`config.mk`:
```
export PLATFORM = sky130hd
export DESIGN_NAME = axis_frame_trailer_inserter_flat
export DESIGN_NICKNAME = d
export VERILOG_FILES = /design/src/rtl/axis_frame_trailer_inserter_pkg.sv /design/src/rtl/axis_frame_trailer_inserter_if.sv /design/src/rtl/axis_frame_trailer_inserter_beat_counter.sv /design/src/rtl/axis_frame_trailer_inserter.sv /design/src/flat_wrapper.sv
export SDC_FILE = /design/constraint.sdc
export NUM_CORES = 1
export LEC_CHECK = 0
export ABC_AREA = 1
export CAP_MARGIN = 20
export CORE_AREA = 3 3 172 174
export CTS_CLUSTER_DIAMETER = 30
export CTS_CLUSTER_SIZE = 28
export DETAILED_ROUTE_END_ITERATION = 6
export DIE_AREA = 0 0 175 177
export PLACE_DENSITY = 0.67
export SLEW_MARGIN = 20
export SYNTH_ARGS = -nofsm -noshare
export SYNTH_HDL_FRONTEND = slang
export SYNTH_HIERARCHICAL = 1
export SYNTH_SLANG_ARGS = --single-unit
```
`constraint.sdc`:
```
create_clock -name clk -period 2.9 [get_ports clk]
set_input_delay 0.87 -clock clk [delete_from_list [all_inputs] [get_ports clk]]
set_output_delay 0.87 -clock clk [all_outputs]
set_load 0.05 [all_outputs]
```
`src/rtl/axis_frame_trailer_inserter_pkg.sv`:
```
// Shared definitions for the frame trailer inserter: FSM state encoding and a width helper.
// Latency: n/a (types and constant functions only).
// Backpressure: n/a.
package axis_framer_pkg;

    // Frame phases: payload beats, metadata beats, then the frame-counter beat.
    typedef enum logic [1:0] {
        ST_DATA  = 2'd0,
        ST_META  = 2'd1,
        ST_COUNT = 2'd2
    } state_t;

    // Ceiling log2 for sizing counters; clog2(1) = 0, clog2(9) = 4.
    function automatic int clog2(input int value);
        int result;
        result = 0;
        for (int i = 0; i < 31; i++) begin
            if ((1 << i) < value) begin
                result = i + 1;
            end
        end
        return result;
    endfunction

endpackage

```
`src/rtl/axis_frame_trailer_inserter_if.sv`:
```
// AXI-Stream bundle used for the payload, metadata and output streams.
// Latency: n/a (wires only).
// Backpressure: carries tready from slave to master.
interface axis_frame_trailer_inserter_if #(
    parameter int DW = 128
) ();
    logic [DW-1:0] tdata;
    logic          tvalid;
    logic          tready;
    logic          tlast;

    modport master (output tdata, output tvalid, output tlast, input  tready);
    modport slave  (input  tdata, input  tvalid, input  tlast, output tready);
endinterface

```
`src/rtl/axis_frame_trailer_inserter_beat_counter.sv`:
```
// Beat counter with a terminal count captured on the first counted beat of each run.
// Latency: last flag is combinational on the current count; count updates one cycle after en.
// Backpressure: none; en must already be qualified by the caller's handshake.
module beat_counter #(
    parameter int W = 16
) (
    input  logic         clk,
    input  logic         reset,
    input  logic         en,
    input  logic [W-1:0] term_in,
    output logic [W-1:0] count,
    output logic         last
);

    logic [W-1:0] cnt_q;
    logic [W-1:0] term_q;
    logic [W-1:0] term_eff;
    logic         first;

    // The terminal count is taken live on the first beat, from the latch afterwards.
    always_comb begin
        first    = (cnt_q == '0);
        term_eff = first ? term_in : term_q;
        last     = ((cnt_q + W'(1)) == term_eff);
        count    = cnt_q;
    end

    // Advance on each counted beat, wrapping to zero after the terminal beat.
    always_ff @(posedge clk) begin
        if (reset) begin
            cnt_q  <= '0;
            term_q <= '0;
        end else if (en) begin
            if (first) begin
                term_q <= term_in;
            end
            if (last) begin
                cnt_q <= '0;
            end else begin
                cnt_q <= cnt_q + W'(1);
            end
        end
    end

endmodule

```
`src/rtl/axis_frame_trailer_inserter.sv`:
```
// Emits payload beats, then metadata beats, then a frame-counter beat with TLAST, per frame.
// Latency: zero-cycle combinational pass-through; no internal buffering.
// Backpressure: m_tready passes straight to whichever source the current phase selects.
module axis_frame_trailer_inserter
    import axis_framer_pkg::*;
#(
    parameter int DW               = 128,
    parameter int BEAT_CNT_W       = 16,
    parameter int META_MAX         = 8,
    parameter int META_CNT_W       = clog2(META_MAX + 1),
    parameter int FC_W             = 32,
    parameter int TLAST_PER_PACKET = 0,
    parameter int PKT_BEATS        = 4
) (
    input  logic                           clk,
    input  logic                           reset,
    input  logic [BEAT_CNT_W-1:0]          cfg_payload_beats,
    input  logic [META_CNT_W-1:0]          cfg_meta_beats,
    axis_frame_trailer_inserter_if.slave   s_data,
    axis_frame_trailer_inserter_if.slave   s_meta,
    axis_frame_trailer_inserter_if.master  m,
    output logic                           frame_done,
    output logic [FC_W-1:0]                frame_count
);

    localparam int PKT_W = clog2(PKT_BEATS + 1);

    state_t                  state_q;
    state_t                  state_d;
    logic [META_CNT_W-1:0]   meta_cfg_q;
    logic [META_CNT_W-1:0]   meta_clamped;
    logic [META_CNT_W-1:0]   meta_eff;
    logic [BEAT_CNT_W-1:0]   pay_term;
    logic [BEAT_CNT_W-1:0]   pay_cnt;
    logic                    pay_last;
    logic                    pay_first;
    logic [META_CNT_W-1:0]   meta_cnt;
    logic                    meta_last;
    logic [PKT_W-1:0]        pkt_q;
    logic                    pkt_last;
    logic                    m_hs;
    logic                    data_beat;
    logic                    meta_beat;
    logic                    count_beat;

    // Config fix-ups, beat qualification and the meta count seen at the payload/meta boundary.
    always_comb begin
        pay_term     = (cfg_payload_beats == '0) ? BEAT_CNT_W'(1) : cfg_payload_beats;
        meta_clamped = (cfg_meta_beats > META_CNT_W'(META_MAX)) ? META_CNT_W'(META_MAX)
                                                                : cfg_meta_beats;
        pay_first    = (pay_cnt == '0);
        meta_eff     = pay_first ? meta_clamped : meta_cfg_q;
        pkt_last     = (pkt_q == PKT_W'(PKT_BEATS - 1));
        m_hs         = m.tvalid & m.tready;
        data_beat    = m_hs & (state_q == ST_DATA);
        meta_beat    = m_hs & (state_q == ST_META);
        count_beat   = m_hs & (state_q == ST_COUNT);
    end

    beat_counter #(.W(BEAT_CNT_W)) u_pay_cnt (
        .clk     (clk),
        .reset   (reset),
        .en      (data_beat),
        .term_in (pay_term),
        .count   (pay_cnt),
        .last    (pay_last)
    );

    beat_counter #(.W(META_CNT_W)) u_meta_cnt (
        .clk     (clk),
        .reset   (reset),
        .en      (meta_beat),
        .term_in (meta_cfg_q),
        .count   (meta_cnt),
        .last    (meta_last)
    );

    // Phase register.
    always_ff @(posedge clk) begin
        if (reset) begin
            state_q <= ST_DATA;
        end else begin
            state_q <= state_d;
        end
    end

    // Phase sequencing; a frame with no metadata goes straight to the counter beat.
    always_comb begin
        state_d = state_q;
        unique case (state_q)
            ST_DATA: begin
                if (data_beat && pay_last) begin
                    state_d = (meta_eff == '0) ? ST_COUNT : ST_META;
                end
            end
            ST_META: begin
                if (meta_beat && meta_last) begin
                    state_d = ST_COUNT;
                end
            end
            ST_COUNT: begin
                if (count_beat) begin
                    state_d = ST_DATA;
                end
            end
            default: state_d = ST_DATA;
        endcase
    end

    // Output mux: route the selected source through and hold the other source off.
    always_comb begin
        m.tdata       = '0;
        m.tvalid      = 1'b0;
        m.tlast       = 1'b0;
        s_data.tready = 1'b0;
        s_meta.tready = 1'b0;
        if (!reset) begin
            unique case (state_q)
                ST_DATA: begin
                    m.tdata       = s_data.tdata;
                    m.tvalid      = s_data.tvalid;
                    m.tlast       = (TLAST_PER_PACKET != 0) && (pkt_last || pay_last);
                    s_data.tready = m.tready;
                end
                ST_META: begin
                    m.tdata       = s_meta.tdata;
                    m.tvalid      = s_meta.tvalid;
                    s_meta.tready = m.tready;
                end
                ST_COUNT: begin
                    m.tdata  = DW'(frame_count);
                    m.tvalid = 1'b1;
                    m.tlast  = 1'b1;
                end
                default: ;
            endcase
        end
    end

    // Capture the metadata count with the first payload beat so mid-frame edits are ignored.
    always_ff @(posedge clk) begin
        if (reset) begin
            meta_cfg_q <= '0;
        end else if (data_beat && pay_first) begin
            meta_cfg_q <= meta_clamped;
        end
    end

    // Position within the current packet; restarts at every frame's final payload beat.
    always_ff @(posedge clk) begin
        if (reset) begin
            pkt_q <= '0;
        end else if (data_beat) begin
            if (pay_last || pkt_last) begin
                pkt_q <= '0;
            end else begin
                pkt_q <= pkt_q + PKT_W'(1);
            end
        end
    end

    // Completed-frame count and done pulse, both following acceptance of the counter beat.
    always_ff @(posedge clk) begin
        if (reset) begin
            frame_count <= '0;
            frame_done  <= 1'b0;
        end else begin
            frame_done <= count_beat;
            if (count_beat) begin
                frame_count <= frame_count + FC_W'(1);
            end
        end
    end

endmodule
```
`src/flat_wrapper.sv`:
```
// flat-port wrapper written by rule: the top's interface ports become plain ports
module axis_frame_trailer_inserter_flat import axis_framer_pkg::*;
#(
    parameter int DW               = 128,
    parameter int BEAT_CNT_W       = 16,
    parameter int META_MAX         = 8,
    parameter int META_CNT_W       = clog2(META_MAX + 1),
    parameter int FC_W             = 32,
    parameter int TLAST_PER_PACKET = 0,
    parameter int PKT_BEATS        = 4
)
  (clk, reset, cfg_payload_beats, cfg_meta_beats, frame_done, frame_count, s_data_tdata, s_data_tvalid, s_data_tlast, s_data_tready, s_meta_tdata, s_meta_tvalid, s_meta_tlast, s_meta_tready, m_tdata, m_tvalid, m_tlast, m_tready);
  axis_frame_trailer_inserter_if #(.DW(DW)) s_data_i ();
  axis_frame_trailer_inserter_if #(.DW(DW)) s_meta_i ();
  axis_frame_trailer_inserter_if #(.DW(DW)) m_i ();
  input  logic clk;
  input  logic reset;
  input  logic [BEAT_CNT_W-1:0] cfg_payload_beats;
  input  logic [META_CNT_W-1:0] cfg_meta_beats;
  output logic frame_done;
  output logic [FC_W-1:0] frame_count;
  input wire logic [$bits(s_data_i.tdata)-1:0] s_data_tdata;
  input wire logic [$bits(s_data_i.tvalid)-1:0] s_data_tvalid;
  input wire logic [$bits(s_data_i.tlast)-1:0] s_data_tlast;
  output wire logic [$bits(s_data_i.tready)-1:0] s_data_tready;
  input wire logic [$bits(s_meta_i.tdata)-1:0] s_meta_tdata;
  input wire logic [$bits(s_meta_i.tvalid)-1:0] s_meta_tvalid;
  input wire logic [$bits(s_meta_i.tlast)-1:0] s_meta_tlast;
  output wire logic [$bits(s_meta_i.tready)-1:0] s_meta_tready;
  output wire logic [$bits(m_i.tdata)-1:0] m_tdata;
  output wire logic [$bits(m_i.tvalid)-1:0] m_tvalid;
  output wire logic [$bits(m_i.tlast)-1:0] m_tlast;
  input wire logic [$bits(m_i.tready)-1:0] m_tready;
  assign s_data_i.tdata = s_data_tdata;
  assign s_data_i.tvalid = s_data_tvalid;
  assign s_data_i.tlast = s_data_tlast;
  assign s_data_tready = s_data_i.tready;
  assign s_meta_i.tdata = s_meta_tdata;
  assign s_meta_i.tvalid = s_meta_tvalid;
  assign s_meta_i.tlast = s_meta_tlast;
  assign s_meta_tready = s_meta_i.tready;
  assign m_tdata = m_i.tdata;
  assign m_tvalid = m_i.tvalid;
  assign m_tlast = m_i.tlast;
  assign m_i.tready = m_tready;
  axis_frame_trailer_inserter #(.DW(DW), .BEAT_CNT_W(BEAT_CNT_W), .META_MAX(META_MAX), .META_CNT_W(META_CNT_W), .FC_W(FC_W), .TLAST_PER_PACKET(TLAST_PER_PACKET), .PKT_BEATS(PKT_BEATS)) u_core (.clk(clk), .reset(reset), .cfg_payload_beats(cfg_payload_beats), .cfg_meta_beats(cfg_meta_beats), .s_data(s_data_i), .s_meta(s_meta_i), .m(m_i), .frame_done(frame_done), .frame_count(frame_count));
endmodule
```
# [Yosys cells after proc, flatten, opt, wreduce, memory -nomap -nowiden]
# Index checks and enable logic that the tools add are counted.
[totals] in_bits=283 register_bits=79
[op_classes] reduce_logical=9 bitwise_logic=4 n_lt_le_gt_ge=1 eq_ne=7 muxes=22 add_sub_neg=3
[ops] cell="$pmux W128 S3" count=1
[ops] cell="$mux W128" count=1
[ops] cell="$mux W16" count=3
[ops] cell="$add A32 B1 Y32 const B" count=1
[ops] cell="$logic_not A16 Y1" count=2
[ops] cell="$add A16 B1 Y16 const B" count=1
[ops] cell="$eq A16 B16 Y1" count=1
[ops] cell="$mux W4" count=4
[ops] cell="$logic_not A4 Y1" count=2
[ops] cell="$mux W2" count=4
[ops] cell="$mux W1" count=7
[ops] cell="$pmux W2 S3" count=1
[ops] cell="$add A4 B1 Y4 const B" count=1
[ops] cell="$and A1 B1 Y1" count=4
[ops] cell="$eq A4 B4 Y1" count=1
[ops] cell="$gt A4 B4 Y1 const B" count=1
[ops] cell="$ne A2 B2 Y1 const B" count=2
[ops] cell="$logic_and A1 B1 Y1" count=3
[ops] cell="$pmux W1 S3" count=1
[ops] cell="$reduce_and A3 Y1" count=1
[ops] cell="$eq A2 B1 Y1 const B" count=1
[ops] cell="$eq A2 B2 Y1 const B" count=1
[ops] cell="$logic_not A2 Y1" count=1
[ops] cell="$ne A2 B1 Y1 const B" count=1

# [Longest topological paths before layout]
[depth] word_depth=8 ltp_mapped=21 mapped_depth_nobuf=20

# [By module]
# The synthesis kept the hierarchy.
[modules_own_cells] mod="axis_frame_trailer_inserter" instances=1 area_per_inst_um2=4516.8 cells_per_inst=882
[modules_own_cells] mod="beat_counter at u_core.u_pay_cnt" instances=1 area_per_inst_um2=2705.1 cells_per_inst=476
[modules_own_cells] mod="beat_counter at u_core.u_meta_cnt" instances=1 area_per_inst_um2=681.9 cells_per_inst=103

# [Least setup slack after synthesis]
# Ideal clock, no wire load.
[synth_path] path_type="register to output" start="reg u_core.state_q[0]" end="out s_meta_tready" arrival_time_ns=2.167 path_stages_with_launch=7 path_buffers=2 path_slack_ns=-0.137 cell_sequence="dfxtp_1 -> inv_1 -> nor2_1 -> buf_2 -> buf_2 -> inv_1 -> nor3_1"
[synth_via] elab_chain_cells=3
[synth_rtl] item="from (decl)" line_no="axis_frame_trailer_inserter.sv:28" source="state_t state_q;"
[synth_rtl] item="from (signal assigned)" line_no="axis_frame_trailer_inserter.sv:83" source="state_q <= state_d;"
[synth_rtl] item="$eq A2 B1 Y1" line_no="axis_frame_trailer_inserter.sv:118" source="unique case (state_q)"
[synth_rtl] item="$mux W1" line_no="axis_frame_trailer_inserter.sv:118"
[synth_rtl] item="$mux W1" line_no="axis_frame_trailer_inserter.sv:117" source="if (!reset) begin"
[synth_rtl] item="to (decl)" line_no="flat_wrapper.sv:29" source="output wire logic [$bits(s_meta_i.tready)-1:0] s_meta_tready;"
# Every way passes these cells.

# [Worst setup path in the final report]
[layout_path] start="reg u_core.state_q[0]" end="out m_tdata[126]"
[layout_via] elab_chain_cells=3
[layout_rtl] item="$eq A2 B2 Y1, or another cell as far along" line_no="axis_frame_trailer_inserter.sv:118"
[layout_rtl] item="$pmux W128 S3 *" line_no="axis_frame_trailer_inserter.sv:118"
[layout_rtl] item="$mux W128 *" line_no="axis_frame_trailer_inserter.sv:117"
[layout_rtl] item="to (decl)" line_no="flat_wrapper.sv:30" source="output wire logic [$bits(m_i.tdata)-1:0] m_tdata;"
# Every way passes the cells marked *; elsewhere a longest branch is shown, timed or not.

==> run metrics <==
HP Start=u_core/frame_count[31]; initial antenna violation count=29; global-route wire length before repair=roughly 62 mm; die area=between 30000 and 40000 um^2; GR Overflow Total=0; Post-Layout Cell Count=about 2300; CP startpoint=u_core/state_q[0]; wirelength, routed=between 40 and 50 mm; CTS clk-pin slew, worst paths=around 0.050 ns; TritonCTS buffer count=9; most common flop cell mapped by yosys=dfxtp_1; Die W=~180 um; Syn-to-layout area delta=88.54%; Crit path required time=~2.0 ns; Die Height=177 um; via/cell ratio=around 4.8; status=completed; Starting Density=0.2829; final worst slack=0.07361 ns; WP data arrival=about 2.0 ns; Setup crit end kind=output port; max cap viols=0; ANT nets after route=0; hold_ws=0.5053 ns; Worst Hold Class=flop to flop; pin count of the biggest net entering global routing=54; Final Setup Violations=0; CP Launch Type=flop; worst r2r src=u_core/u_pay_cnt/count[1]; RSZ-0062 raised after global routing=yes; I/O Pins=448; final setup TNS=0 ns; Post-Syn Area=between 7000 and 8000 um^2; CTS root buf=clkbuf_16; Synth cell types=between 40 and 50; Clock H-tree levels=3; GP Congestion=around 1; Net count, final=about 2200; Seq. cell area=1597 um^2; drt pass-1 iters=6; Multi-input gate area=5522 um^2; post-synthesis simple-gate area fraction=0.5013; HPWL Detailed=roughly 35 mm; adder-cell area share of the yosys netlist=0.007915; Fin. Hold Viols=0; Longest Clk Path Bufs=2; GR Util All Layers=0.2592; PortBufs=between 400 and 500; TritonCTS clock tree=built; CORE AREA=27930 um^2; relative slew slack=0.5982; Cells after Synth=1461; yosys warns=6; CP max FO=29; sequential cell area fraction in the yosys report=0.2001; largest family of logic cells by synthesized area=simple AND/OR/NAND/NOR gates; syn_nets=between 1500 and 2000; Worst-Margin Slew=0.6008 ns; P_leak=6.551 nW; pre-CTS setup slack=-0.4552 ns; Tmin final=2.826 ns; Fillers=between 2000 and 3000; Peak Freq=between 300 and 400 MHz; worst skew pair latency=approximately 0.35 ns; synthesized flop and latch total=79; clock sink count=slightly below 80; vias in the first global route=between 10000 and 15000; overall via count from detail_route=~11000; layout cells sized above 1=0.1922; asr flop ratio synth=0; P per Cell Area=between 200 and 300 nW/um^2; wire length per cell=around 19 um; Peak VDD IR=approximately 240 uV; Post-synth EDFFs=0; period utilisation layout=0.9746; DR iter-0 viols=~920; DRC Markers=0; Final Slew Violations=0; xor and xnor area share after synthesis=0.01108; Cells after DPL=2274; Syn Area/Cell=5.410 um^2; # hold bufs at CTS=0; crit path kind=flop to output port; row count=61; post-synthesis mux area share=0; Synth Area in Compound Gates=0.1482; Clock Skew=approximately 0.013 ns
[registers in the layout, indices dropped and copies added, names as in the netlist]
| signal | count |
|---|---|
| u_core/meta_cfg_q | 4 |
| u_core/state_q | 2 |
| u_core/frame_count | 32 |
| u_core/frame_done | 1 |
| u_core/u_meta_cnt/term_q | 4 |
| u_core/u_pay_cnt/term_q | 16 |
| u_core/u_meta_cnt/count | 4 |
| u_core/u_pay_cnt/count | 16 |
[path summary, 6_finish.rpt]
kind,slack (ns),cells past startpoint,to
setup / recovery,0.07,7,m_tdata[126]
hold / removal,0.51,2,u_core/frame_count[31]
setup reg to reg,0.22,23,u_core/state_q[0]
hold reg to reg,0.51,2,u_core/frame_count[31]
[worst max-delay path, stage by stage, from the launching register on]
cell and delay, ns:
dfxtp_4 0.40, inv_1 0.09, nor2_4 0.22, buf_12 0.18
buf_16 0.18, nand2_1 0.14, a21oi_2 0.21, buf_12 0.16
[kinds of logic after synthesis]
family,Yosys count
flops,79
compound gates,209
xor+xnor,10
buf+inv,250
fa+ha+maj,5
simple gates,908
[power breakdown]
part	total (W)	switching (W)	internal [W]
sequential	0.00111	0.00000848	0.00110
clock	0.00118	0.000476	0.000709
combinational	0.00159	0.000777	0.000811
[area by class of cell]
cell class | count | share of cell area
diodes | 23 | 0.003862
clock buffers | 12 | 0.01721
clock inverters | 3 | 0.002855
inverters | 162 | 0.04081
multi-input cells | 1132 | 0.3705
flip-flops and latches | 79 | 0.1071
well taps | 378 | 0.03174
repair buffers | 537 | 0.4259
[timing repair]
action                                  CTS  global route
gates resized for setup                  36            55
endpoints found under the setup margin   74            32
pin swaps                                 6            22
buffers inserted                          1            11
cloned                                    1             1
[metrics by stage]
stage | area [um^2] | util | total power [W]
CTS | 14540 | 0.5206 | 0.003876
detailed placement | 14120 | 0.5055 | 0.002675
floorplan | 7904 | - | 0.001766
global placement | 14120 | 0.5055 | 0.002668
finish | 14900 | 0.5335 | 0.003878
global route | 14900 | 0.5334 | 0.004023
[Yosys cell counts, types with 4 or more instances]
| master | number | share of area |
|---|---|---|
| nand2_1 | 580 | 0.28 |
| inv_1 | 156 | 0.074 |
| a21oi_1 | 140 | 0.089 |
| nor2_1 | 121 | 0.057 |
| nand3_1 | 97 | 0.061 |
| dfxtp_1 | 79 | 0.20 |
| clkbuf_1 | 49 | 0.023 |
| o211ai_1 | 25 | 0.024 |
| buf_2 | 24 | 0.015 |
| o21ai_0 | 23 | 0.015 |
| nand2_2 | 22 | 0.017 |
| nor3_1 | 17 | 0.011 |
| a21oi_2 | 14 | 0.016 |
| nand3b_1 | 14 | 0.013 |
| nand4_1 | 13 | 0.010 |
| nor2_2 | 10 | 0.0079 |
| nor4_1 | 9 | 0.0071 |
| xor2_1 | 9 | 0.010 |
| buf_4 | 6 | 0.0057 |
| buf_6 | 5 | 0.0071 |
| ha_1 | 5 | 0.0079 |
| nor2_4 | 5 | 0.0071 |
| nand3_2 | 4 | 0.0051 |
| nor3_4 | 4 | 0.0082 |
[metal layers]
metal / vias up / global-route usage / wire length (um)
met4: 0 / 0.1526 / 1992
li1: 5540 / - / -
met1: 5078 / 0.3042 / 16550
met5: - / 0 / 0
met3: 90 / 0.04590 / 3135
met2: 536 / 0.4434 / 21520
[layout by cell type (no fill, tap or decap), types with 25 or more instances in the layout]
cell             netlist  layout
nand2_1              580     575
clkdlybuf4s50_1        0     297
inv_1                156     156
nor2_1               121     117
buf_12                 0     115
a21oi_1              140     108
buf_4                  6      99
nand3_1               97      93
dfxtp_1               79      73
a21oi_2               14      46
nand2_2               22      26
o211ai_1              25      25
Power figures use the tool's default switching activity.
